==> src/rtl/grid_video_pkg.sv <==
// Shared constants and types for the grid video renderer.
// Playfield geometry, screen timing limits, the RGB332 cell type and the
// background colour used outside the playfield.
package grid_video_pkg;

    localparam int unsigned GRID_COLS  = 10;
    localparam int unsigned GRID_ROWS  = 20;
    localparam int unsigned CELLS      = GRID_COLS * GRID_ROWS;
    localparam int unsigned CELL_PX    = 16;
    localparam int unsigned CELL_SHIFT = 4;    // log2(CELL_PX)
    localparam int unsigned X_OFF      = 240;
    localparam int unsigned Y_OFF      = 80;
    localparam int unsigned H_ACTIVE   = 640;
    localparam int unsigned V_ACTIVE   = 480;

    typedef logic [7:0] cell_t;       // RGB332, 0 = empty
    typedef logic [7:0] cell_addr_t;  // row*GRID_COLS+col
    typedef logic [9:0] xpos_t;
    typedef logic [8:0] ypos_t;

    localparam cell_t BG_RGB = 8'h00;

endpackage

==> src/rtl/grid_video_renderer_if.sv <==
// Game-logic port A and video signals of the grid video renderer.
//   px_en      active-video enable from the VGA timing block
//   wr_en      port-A write enable
//   wr_addr    port-A cell address
//   wr_data    port-A write data (RGB332)
//   rd_data    port-A registered read data
//   pixel_rgb  registered RGB332 pixel
// master: game controller / timing side, slave: the renderer.
interface grid_video_renderer_if;
    import grid_video_pkg::*;

    logic       px_en;
    logic       wr_en;
    cell_addr_t wr_addr;
    cell_t      wr_data;
    cell_t      rd_data;
    cell_t      pixel_rgb;

    modport master (
        output px_en, wr_en, wr_addr, wr_data,
        input  rd_data, pixel_rgb
    );

    modport slave (
        input  px_en, wr_en, wr_addr, wr_data,
        output rd_data, pixel_rgb
    );

endinterface

==> src/rtl/grid_mem_dp.sv <==
// True dual-port 200x8 playfield RAM, both ports synchronous, 1-cycle latency.
//   clk, reset       clock; synchronous reset clears only the read registers
//   a_we/a_addr/a_wdata/a_q  game-logic port, read-first
//   b_addr/b_q       renderer read port
// Out-of-range addresses ignore writes and read as 0. A port-B read that
// collides with a port-A write returns the old contents.
module grid_mem_dp
    import grid_video_pkg::*;
(
    input  logic       clk,
    input  logic       reset,
    input  logic       a_we,
    input  cell_addr_t a_addr,
    input  cell_t      a_wdata,
    output cell_t      a_q,
    input  cell_addr_t b_addr,
    output cell_t      b_q
);

    localparam cell_addr_t NUM_CELLS = cell_addr_t'(CELLS);

    cell_t mem [CELLS];

    always_ff @(posedge clk) begin
        if (a_we && (a_addr < NUM_CELLS)) begin
            mem[a_addr] <= a_wdata;
        end
    end

    always_ff @(posedge clk) begin
        if (reset) begin
            a_q <= '0;
            b_q <= '0;
        end else begin
            a_q <= (a_addr < NUM_CELLS) ? mem[a_addr] : '0;
            b_q <= (b_addr < NUM_CELLS) ? mem[b_addr] : '0;
        end
    end

endmodule

==> src/rtl/grid_video_renderer.sv <==
// Renders the Tetris playfield as a raster of RGB332 pixels.
//   clk, reset  system clock, synchronous active-high reset
//   bus         slave side of grid_video_renderer_if (port A + video)
// A clk/2 phase toggle advances x while px_en is high; a falling px_en
// ends the line. Pixels pass a 3-register pipeline (address, RAM, output),
// so a pixel appears 2 clk after its x value.
module grid_video_renderer
    import grid_video_pkg::*;
(
    input  logic                         clk,
    input  logic                         reset,
    grid_video_renderer_if.slave         bus
);

    localparam xpos_t X_MAX = xpos_t'(H_ACTIVE - 1);
    localparam ypos_t Y_MAX = ypos_t'(V_ACTIVE - 1);
    localparam xpos_t X_LO  = xpos_t'(X_OFF);
    localparam xpos_t X_HI  = xpos_t'(X_OFF + GRID_COLS * CELL_PX);
    localparam ypos_t Y_LO  = ypos_t'(Y_OFF);
    localparam ypos_t Y_HI  = ypos_t'(Y_OFF + GRID_ROWS * CELL_PX);

    xpos_t      x_q, x_d;
    ypos_t      y_q, y_d;
    logic       phase_q, phase_d;
    logic       px_en_q;
    cell_addr_t addr_q, addr_d;
    logic       inside_q, inside2_q, in_field;
    cell_t      pixel_q;
    cell_t      q_b;
    xpos_t      x_rel, row_w;
    ypos_t      y_rel;

    grid_mem_dp u_mem (
        .clk     (clk),
        .reset   (reset),
        .a_we    (bus.wr_en),
        .a_addr  (bus.wr_addr),
        .a_wdata (bus.wr_data),
        .a_q     (bus.rd_data),
        .b_addr  (addr_q),
        .b_q     (q_b)
    );

    // Raster counters.
    always_comb begin
        x_d     = x_q;
        y_d     = y_q;
        phase_d = phase_q;
        if (px_en_q && !bus.px_en) begin
            x_d     = '0;
            phase_d = 1'b0;
            y_d     = (y_q == Y_MAX) ? '0 : y_q + 1'b1;
        end else if (bus.px_en) begin
            phase_d = ~phase_q;
            if (phase_q && (x_q != X_MAX)) begin
                x_d = x_q + 1'b1;
            end
        end
    end

    // Cell address: row*10 + col as (row<<3)+(row<<1)+col, truncated to 8 bits.
    always_comb begin
        x_rel    = x_q - X_LO;
        y_rel    = y_q - Y_LO;
        row_w    = xpos_t'(y_rel >> CELL_SHIFT);
        in_field = (x_q >= X_LO) && (x_q < X_HI) && (y_q >= Y_LO) && (y_q < Y_HI);
        addr_d   = '0;
        if (in_field) begin
            addr_d = cell_addr_t'((row_w << 3) + (row_w << 1) + (x_rel >> CELL_SHIFT));
        end
    end

    always_ff @(posedge clk) begin
        if (reset) begin
            x_q       <= '0;
            y_q       <= '0;
            phase_q   <= 1'b0;
            px_en_q   <= 1'b0;
            addr_q    <= '0;
            inside_q  <= 1'b0;
            inside2_q <= 1'b0;
            pixel_q   <= BG_RGB;
        end else begin
            x_q       <= x_d;
            y_q       <= y_d;
            phase_q   <= phase_d;
            px_en_q   <= bus.px_en;
            addr_q    <= addr_d;
            inside_q  <= in_field && bus.px_en;
            inside2_q <= inside_q;  // aligns with q_b
            pixel_q   <= (bus.px_en && inside2_q) ? q_b : BG_RGB;
        end
    end

    assign bus.pixel_rgb = pixel_q;

endmodule

==> src/flat_wrapper.sv <==
// flat-port wrapper written by rule: the top's interface ports become plain ports
module grid_video_renderer_flat import grid_video_pkg::*;
  (clk, reset, bus_px_en, bus_wr_en, bus_wr_addr, bus_wr_data, bus_rd_data, bus_pixel_rgb);
  grid_video_renderer_if bus_i ();
  input  logic clk;
  input  logic reset;
  input wire logic [$bits(bus_i.px_en)-1:0] bus_px_en;
  input wire logic [$bits(bus_i.wr_en)-1:0] bus_wr_en;
  input wire logic [$bits(bus_i.wr_addr)-1:0] bus_wr_addr;
  input wire logic [$bits(bus_i.wr_data)-1:0] bus_wr_data;
  output wire logic [$bits(bus_i.rd_data)-1:0] bus_rd_data;
  output wire logic [$bits(bus_i.pixel_rgb)-1:0] bus_pixel_rgb;
  assign bus_i.px_en = bus_px_en;
  assign bus_i.wr_en = bus_wr_en;
  assign bus_i.wr_addr = bus_wr_addr;
  assign bus_i.wr_data = bus_wr_data;
  assign bus_rd_data = bus_i.rd_data;
  assign bus_pixel_rgb = bus_i.pixel_rgb;
  grid_video_renderer u_core (.clk(clk), .reset(reset), .bus(bus_i));
endmodule
==> config.mk <==
export PLATFORM = sky130hd
export DESIGN_NAME = grid_video_renderer_flat
export DESIGN_NICKNAME = d
export VERILOG_FILES = /design/src/rtl/grid_video_pkg.sv /design/src/rtl/grid_video_renderer_if.sv /design/src/rtl/grid_mem_dp.sv /design/src/rtl/grid_video_renderer.sv /design/src/flat_wrapper.sv
export SDC_FILE = /design/constraint.sdc
export NUM_CORES = 2
export LEC_CHECK = 0
export ABC_AREA = 1
export CORE_MARGIN = 2
export CORE_UTILIZATION = 35
export DETAILED_ROUTE_END_ITERATION = 12
export GPL_ROUTABILITY_DRIVEN = 1
export PLACE_DENSITY_LB_ADDON = 0.12
export SKIP_LAST_GASP = 1
export SYNTH_ARGS = -nofsm -noshare
export SYNTH_HDL_FRONTEND = slang
export SYNTH_SLANG_ARGS = --single-unit
export TNS_END_PERCENT = 50
==> constraint.sdc <==
create_clock -name clk -period 3.43 [get_ports clk]
set_clock_uncertainty 0.1 [all_clocks]
set_input_delay 0.5145 -clock clk [delete_from_list [all_inputs] [get_ports clk]]
set_output_delay 0.5145 -clock clk [all_outputs]
set_load 0.1 [all_outputs]
# [After elaboration in Yosys (flattened, before gate mapping)]
# Memories as Yosys holds them, arrays and structs flattened. A register that Yosys moved wholly into a read port is not among the register bits.
# Index checks and enable logic that the tools add are counted.
[word_totals] register_bits=39 mem_bits_rw=1600 out_inout_bits=16 wordCells=46 n_memories=1
[classes] add_sub_neg=6 magnitude_cmp=6 eq_ne=2 mux=3 bitwise_logic=5 n_reduce_logical=15
[mem_list] memory="u_core.u_mem.mem" words=200 width=8 read_ports=2 rd_ports_with_merged_regs=2 wr=1 line="grid_mem_dp.sv:22" rtl="cell_t mem [CELLS];"
[ops] op="$add A8 B6 Y8" count=2
[ops] op="$lt A8 B8 Y1 const B" count=2
[ops] op="$add A10 B1 Y10 const B" count=1
[ops] op="$ge A10 B8 Y1 const B" count=1
[ops] op="$lt A10 B9 Y1 const B" count=1
[ops] op="$ne A10 B10 Y1 const B" count=1
[ops] op="$reduce_or A2 Y1" count=5
[ops] op="$sub A10 B8 Y10 const B" count=1
[ops] op="$add A9 B1 Y9 const B" count=1
[ops] op="$eq A9 B9 Y1 const B" count=1
[ops] op="$ge A9 B7 Y1 const B" count=1
[ops] op="$lt A9 B9 Y1 const B" count=1
[ops] op="$mux W9" count=1
[ops] op="$sub A9 B7 Y9 const B" count=1
[ops] op="$logic_and A1 B1 Y1" count=8
[ops] op="$not A1 Y1" count=5
[ops] op="$mux W1" count=2
[ops] op="$reduce_and A2 Y1" count=1
[ops] op="$logic_not A1 Y1" count=1

# [Longest topological paths before layout]
[depth] depth_word=6 mapped_depth=19

# [Modules after synthesis]
# Synthesis repeated with hierarchy kept, for this count alone.
[unflattened] cells_unflattened=9783 area_unflattened_um2=83612.7
[by_module_without_submodules] mod="grid_mem_dp" instances=1 cells_per_inst=9496 area_each_um2=81485.7
[by_module_without_submodules] mod="grid_video_renderer" instances=1 cells_per_inst=287 area_each_um2=2127.0

# [Worst setup path after synthesis]
# No wires, ideal clock.
[synth_path] path_kind="register -> register" start="register u_core.y_q[4]" end="register u_core.addr_q[7]" setup_time_ns=0.115 arrival_time_ns=2.492 t_required_ns=3.215 path_slack_ns=0.723 path_stages_with_launch=15 path_cell_list="dfxtp_1 -> inv_1 -> ha_1 -> o21ai_0 -> xor2_1 -> fa_1 -> inv_1 -> ha_1 -> inv_1 -> nor2_1 -> nor2_1 -> nor2_1 -> nor2_1 -> a21oi_1 -> o21a_1"
[synth_between] elab_chain_len=5 elab_cells_between_ends=9 classes_between="add/sub (3); order compare (2); bitwise (1); reduce/logical (3)"
[synth_lines] item="start, declared" line="grid_video_renderer.sv:23" rtl="ypos_t y_q, y_d;"
[synth_lines] item="start signal, assigned" line="grid_video_renderer.sv:85" rtl="y_q <= y_d;"
[synth_lines] item="branches (longest 5 deep; another with $sub A9 B7 Y9)"
[synth_lines] item="end signal, assigned" line="grid_video_renderer.sv:88" rtl="addr_q <= addr_d;"
[synth_lines] item="end, declared" line="grid_video_renderer.sv:26" rtl="cell_addr_t addr_q, addr_d;"
# Several ways; the timed one is not identified.
# A chain may end at the register's enable or synchronous reset.

# [Final worst setup path]
[layout_path] start="register u_core.addr_q[0]" end="register u_core.u_mem.b_q[0] (read register of u_core.u_mem.mem)"
[layout_between] elab_chain_len=3
[layout_lines] item="$lt A8 B8 Y1" line="grid_mem_dp.sv:36" rtl="b_q <= (b_addr < NUM_CELLS) ? mem[b_addr] : '0;"
[layout_lines] item="$not A1 Y1 (no line)"
[layout_lines] item="$reduce_or A2 Y1 (no line)"
[layout_lines] item="end, declared" line="grid_mem_dp.sv:17" rtl="output cell_t b_q"
# Parallel ways exist; a longest one is shown, timed or not.

==> reports/summary.md <==
The flow ran to the end, but the final reports show violations. The checks that failed: max-capacitance violations, max-slew violations. At the end of routability-driven placement, the weighted congestion stood at 0.9608.

Setup violations remaining at the end of the flow were counted as 0. Pin placement for this block handled 36 I/O pins. Worst hold path class: input port to flip-flop. The max-cap violation count is 1. Once layout is done, the placed cells without fillers occupy 97490 sq um. The endpoint kind of the worst setup timing path is a flip-flop.

Row generation in the floorplan step produced 178 rows. The overflow left after global routing is 0, and the slew of the pin with the lowest slew margin is 1637 ps. Detailed routing placed a total of 29930 um of wire on met3. After detailed placement, the total cell area comes to 91360 sq um. Detailed placement finished with a half-perimeter wire length of 235900 um. After detailed routing, the number of vias per cell comes to 5.507. For the worst setup path, the data required time is 4090 ps. For the static leakage, the log shows 0.03843 uW. TritonCTS built the clock tree. The critical setup path kind is flip-flop to flip-flop. Adding up every negative setup slack in the final design gives 0 ps.

In the routed design, unresolved DRC markers number 0. The final count of hold timing violations is 0. Setup repair after global routing left no endpoint under its margin. The run gives 10 as the initial antenna violation count.

The run gives 35.26% as the starting utilization of the core area. The synthesis-to-finish area growth is 17.34%, and the share of post-route cells with drive strength above 1 is 9.922%. The first detailed-routing pass took 10 iterations. CTS placed an instance of clkbuf_16 at the clock tree root. The later pin in the worst-skew pair is clocked with a latency of 870 ps.

The TritonCTS buffer count is 189. Cell type with the largest total area after synthesis: edfxtp_1. Synthesis produced a netlist with a net count of 9548.

For this design the ratio of total power to cell area is 467.4 nW/um^2. After clock tree synthesis, the clock-pin slew on the worst setup and hold paths is 60 ps. During synthesis, Yosys emitted a total of 0 warnings.

Number of global-route vias before repair: 67750. Ranked by total cell area, the synthesized netlist is headed by edfxtp_1 (58%), nand2_1 (16%), nand3_1 (5.8%). The tools report the maximum clock frequency as 0.3122 GHz. The top cell types in the final layout, fill and taps aside, are nand2_1 (3554), edfxtp_1 (1600), nand3_1 (970), nor2_1 (822), o21ai_0 (562). The floorplan step defined a die boundary enclosing 241300 sq um.

Signal routing reaches up to met5. The mean area per synthesized cell was 8.737 sq um; the number of non-filler instances in the completed layout was 13080. The post-synthesis sequential area ratio was 59.15%.

Clock tree synthesis found a total of 1655 sinks. At the worst endpoint, the arrival time is 3860 ps. The count of buffers added on input and output ports is 35. No sink is reached through more buffers than the 3 on the longest clock path. The post-synthesis sequential element count is 1655. The run gives 2 as the number of max-slew violations in the final report. The area fraction of the dominant cell type after synthesis was 57.83%; the count of distinct cell types in the synthesized netlist was 43. The horizontal die dimension is 491.2 um. The die is 491.2 um tall. The tools report the maximum number of pins on one net before global-route repair as 112. The worst setup path is launched from a flip-flop.

For this run, the share of the core covered by cells in the final layout is 41.37%. The wire length on met1 was 148300 um. The core region is 235600 sq um. The H-tree generated during clock tree synthesis spans 4 levels.

The overall routing resource usage was 28.77%. Worst-case headroom to the max-slew limit: -9.774%. The number of placed instances, taps included, is 12730. The final critical path takes up 93.39% of the cycle.

The highest net fanout along the worst path works out to 61. The routed length on met2 came out at 158500 um. The logs give 8921 for the count of routing violations after the opening detailed-route iteration and 356700 um for the routed wire length. In the synthesized netlist, the number of instances is 9509. The run gives 83080 sq um as the synthesized area. The logs give 9813 for the final net count and 502400 um for the global-route wire length before repair. Leaving out fill and tap cells, the most frequent cell in the layout is nand2_1.

Routed via count: 72050. IR analysis of the VDD net gives a maximum drop of 439.3 uV. Dividing the detail-routed wire length by the instance count gives 27.26 um. The clock period minus final worst setup slack works out to 3203 ps.

Post-CTS repair changed the size of 0 cells. The number of buffers added for setup after CTS is 0, and the remaining antenna violation count is 0.
## critical path, cell delays in order, from the launching register on
cell and delay (ps):
dfxtp_4 610, inv_8 190, buf_12 250, nand2_1 100
nand3_1 60, nand3_1 110, nand2_1 100, nand2_1 80
nand3_1 520, nand3_1 270, nand2_1 130, nand2_1 220
nand2_1 90, nand2_1 80, nor2_1 70
## cell type report
class | instances | area [sq um]
Inverter | 559 | 2151
Sequential cell | 1655 | 49160
Clock buffer | 227 | 4955
Clock inverter | 117 | 1149
Multi-Input combinational cell | 6680 | 28980
Tap cell | 3150 | 3941
Timing Repair Buffer | 689 | 7131
Fill cell | 23280 | 138100
Antenna cell | 7 | 17.52
## report_power, final
group,internal [uW],switching (uW)
clock network,11600,8720
registers,22200,48.2
logic,704,2250
## Yosys cell counts (all sizes together)
master,number
inv,554
and3,1
dfxtp,55
nor3,12
nor3b,6
edfxtp,1600
a31oi,1
o31ai,3
nand4,80
o211ai,121
o221ai,10
o21a,1
or2,1
a22oi,86
nor4,3
nand2,3562
clkbuf,156
nor2,834
o2111ai,1
fa,4
o21bai,2
nand3,970
o21ai,665
clkinv,5
buf,459
ha,15
a211oi,7
a21oi,273
xor2,10
o22ai,12
## repair_timing
action,CTS,global route
hold buffers,1,0
endpoints found under the hold margin,1,0
setup endpoints to repair,0,0
## per-stage QoR
stage	worst slack, ps	hold slack [ps]	total power (uW)
floorplan	723.4	288.3	23830
global placement	-285.0	289.2	25590
detailed placement	-292.7	303.3	25580
CTS	291.1	113.7	45780
global route	105.3	141.8	46690
finish	226.9	127.4	45560
## kinds of logic after synthesis
family,synth area share [%]
buf+inv,6.015
xor+xnor,0.1054
flops,59.15
compound gates,7.858
simple gates,26.54
fa+ha+maj,0.3223
## path summary, 6_finish.rpt
check,startpoint,end,slack [ps],cells past startpoint
min reg2reg,u_core.u_mem.b_q[0],u_core.bus.pixel_rgb[0],310,2
max reg2reg,u_core.addr_q[0],u_core.u_mem.b_q[0],230,14
min,bus_wr_data[2],u_core.u_mem.mem[165][2],130,1
max,u_core.addr_q[0],u_core.u_mem.b_q[0],230,14
## flip-flops by register name, indices dropped and copies added, names as in the netlist
name                  flops
u_core.u_mem.mem       1600
u_core.y_q                9
u_core.phase_q            1
u_core.u_mem.a_q          8
u_core.inside_q           1
u_core.bus.pixel_rgb      8
u_core.inside2_q          1
u_core.x_q               10
u_core.u_mem.b_q          8
u_core.px_en_q            1
u_core.addr_q             8
## routing by layer
layer | global-route usage, % | vias up
met5 | 0 | -
met2 | 44.59 | 3774
met4 | 14.51 | 2
met1 | 39.08 | 35160
met3 | 4.430 | 689
li1 | - | 32430
Note: power is estimated with default switching activity, not from simulation.
==> RTL change (same flow settings) <==
Change the package constant `GRID_ROWS` from 20 to 10.
--- a/src/rtl/grid_video_pkg.sv
+++ b/src/rtl/grid_video_pkg.sv
@@ -6,3 +6,3 @@
     localparam int unsigned GRID_COLS  = 10;
-    localparam int unsigned GRID_ROWS  = 20;
+    localparam int unsigned GRID_ROWS  = 10;
     localparam int unsigned CELLS      = GRID_COLS * GRID_ROWS;
Check against the original RTL: not settled (the Yosys comparison gave no result); the edit may change what the design does.
==> RTL change against the unedited design <==
- sequential cell count is 800 lower
- fmax increased by 7.1%
- final area shrank 47%
- die area fell by 46%
- power shrank 48%
- combinational power is 52% lower
- worst setup slack improved by 0.21 ns
- critical path depth fell by 2
- critical path type unchanged
- hold slack got worse by 0.00059 ns
- core utilization is 1.1 points lower
- synthesized area fell by 46%
- largest power group unchanged
- routed wire length decreased by 54%
==> RTL change: results (changes against the unedited design) <==
\begin{tabular}{lr}
\hline
Metric & Value \\
\hline
\multicolumn{2}{l}{\textbf{Route}} \\
Total number of vias & 37569 (-48\%) \\
Initial detailed-routing violation count & 4340 (-51\%) \\
\multicolumn{2}{l}{\textbf{Clock network}} \\
Clock sink count & 855 (-48\%) \\
Latest clock arrival within the worst-skew pair & 0.72 ns (-0.15 ns) \\
CTS HTree Levels & 3 (-1) \\
\multicolumn{2}{l}{\textbf{Place}} \\
Pre-CTS setup slack & -0.0621 ns (+0.231 ns) \\
Instance count after placement with tap cells included & 7053 (-45\%) \\
\multicolumn{2}{l}{\textbf{Global routing}} \\
Total routing resource utilization after global routing & 0.249 (-0.0387) \\
Global routing usage on met2 & 0.391 (-0.0546) \\
Initial antenna violation count & 2 (-8) \\
Number of global-route vias before repair & 35774 (-47\%) \\
\multicolumn{2}{l}{\textbf{Cells and area}} \\
Number of nets in the finished design & 5530 (-44\%) \\
Number of ordinary and repair buffers in the finished layout & 274 (-60\%) \\
Sequential cell area share & 0.491 (-0.0136) \\
Layout Cell Area excl Fill & 0.0512 sq mm (-47\%) \\
Biggest regs & u\_core.u\_mem.mem: 800 flops, u\_core.x\_q: 10 flops, u\_core.y\_q: 9 flops \\
Count of multi-input combinational gates & 3705 (-45\%) \\
\multicolumn{2}{l}{\textbf{Worst setup path}} \\
Capture point of the worst path & u\_core.addr\_q[6] \\
CP Launch Point & u\_core.y\_q[4] \\
Beginning of the worst register-to-register path & u\_core.y\_q[4] \\
Maximum fanout encountered on the critical timing path & 7 (-89\%) \\
CP top delay family & adder cells \\
Critical path data arrival time & 3.52 ns (-0.34 ns) \\
\multicolumn{2}{l}{\textbf{Hold path}} \\
Worst hold path endpoint & u\_core.u\_mem.mem[65][2] \\
\multicolumn{2}{l}{\textbf{Logic synthesis}} \\
Avg Inst Size Synth & 8.21 sq um (-6.1\%) \\
Number of flops mapped to enable cells by yosys & 800 (-50\%) \\
Most instantiated cells after synthesis & 2223 x nand2\_1, 800 x edfxtp\_1, 551 x inv\_1, 542 x o21ai\_0, 335 x nand3\_1 \\
Seq/Total Area, Yosys & 0.562 (-0.0296) \\
\multicolumn{2}{l}{\textbf{Floorplan}} \\
Core Footprint & 0.127 sq mm (-46\%) \\
\multicolumn{2}{l}{\textbf{Timing}} \\
Actual transition at the worst max-transition pin & 0.986 ns (-0.651 ns) \\
\multicolumn{2}{l}{\textbf{Run status}} \\
Status & completed \\
\hline
\end{tabular}
## RTL change: changes by cell type after synthesis, moves of 47 or more
cell	unedited run	this run
edfxtp_1	1600	800
nand3_1	970	335
a22oi_1	86	0
nor2_1	827	260
a21oi_1	273	164
buf_2	353	142
nand2_1	3558	2223
nand4_1	80	14
clkbuf_1	156	109
o21ai_1	103	23
## RTL change: logic make-up (layout without fill, tap and decap cells)
| family | count (synthesis) | count (layout) | share of synthesized area |
|---|---|---|---|
| simple gates | 2850 | 2850 | 0.250 |
| xor+xnor | 11 | 11 | 0.00215 |
| compound gates | 825 | 825 | 0.0973 |
| fa+ha+maj | 19 | 19 | 0.00599 |
| flops | 855 | 855 | 0.562 |
| buf+inv | 887 | 1012 | 0.0824 |
## RTL change: where the power goes
part | internal [mW] | leakage (nW) | switching [mW]
registers | 11.4 | 7.64 | 0.0209
clock network | 6.46 | 1.61 | 4.51
logic | 0.331 | 12.3 | 1.10
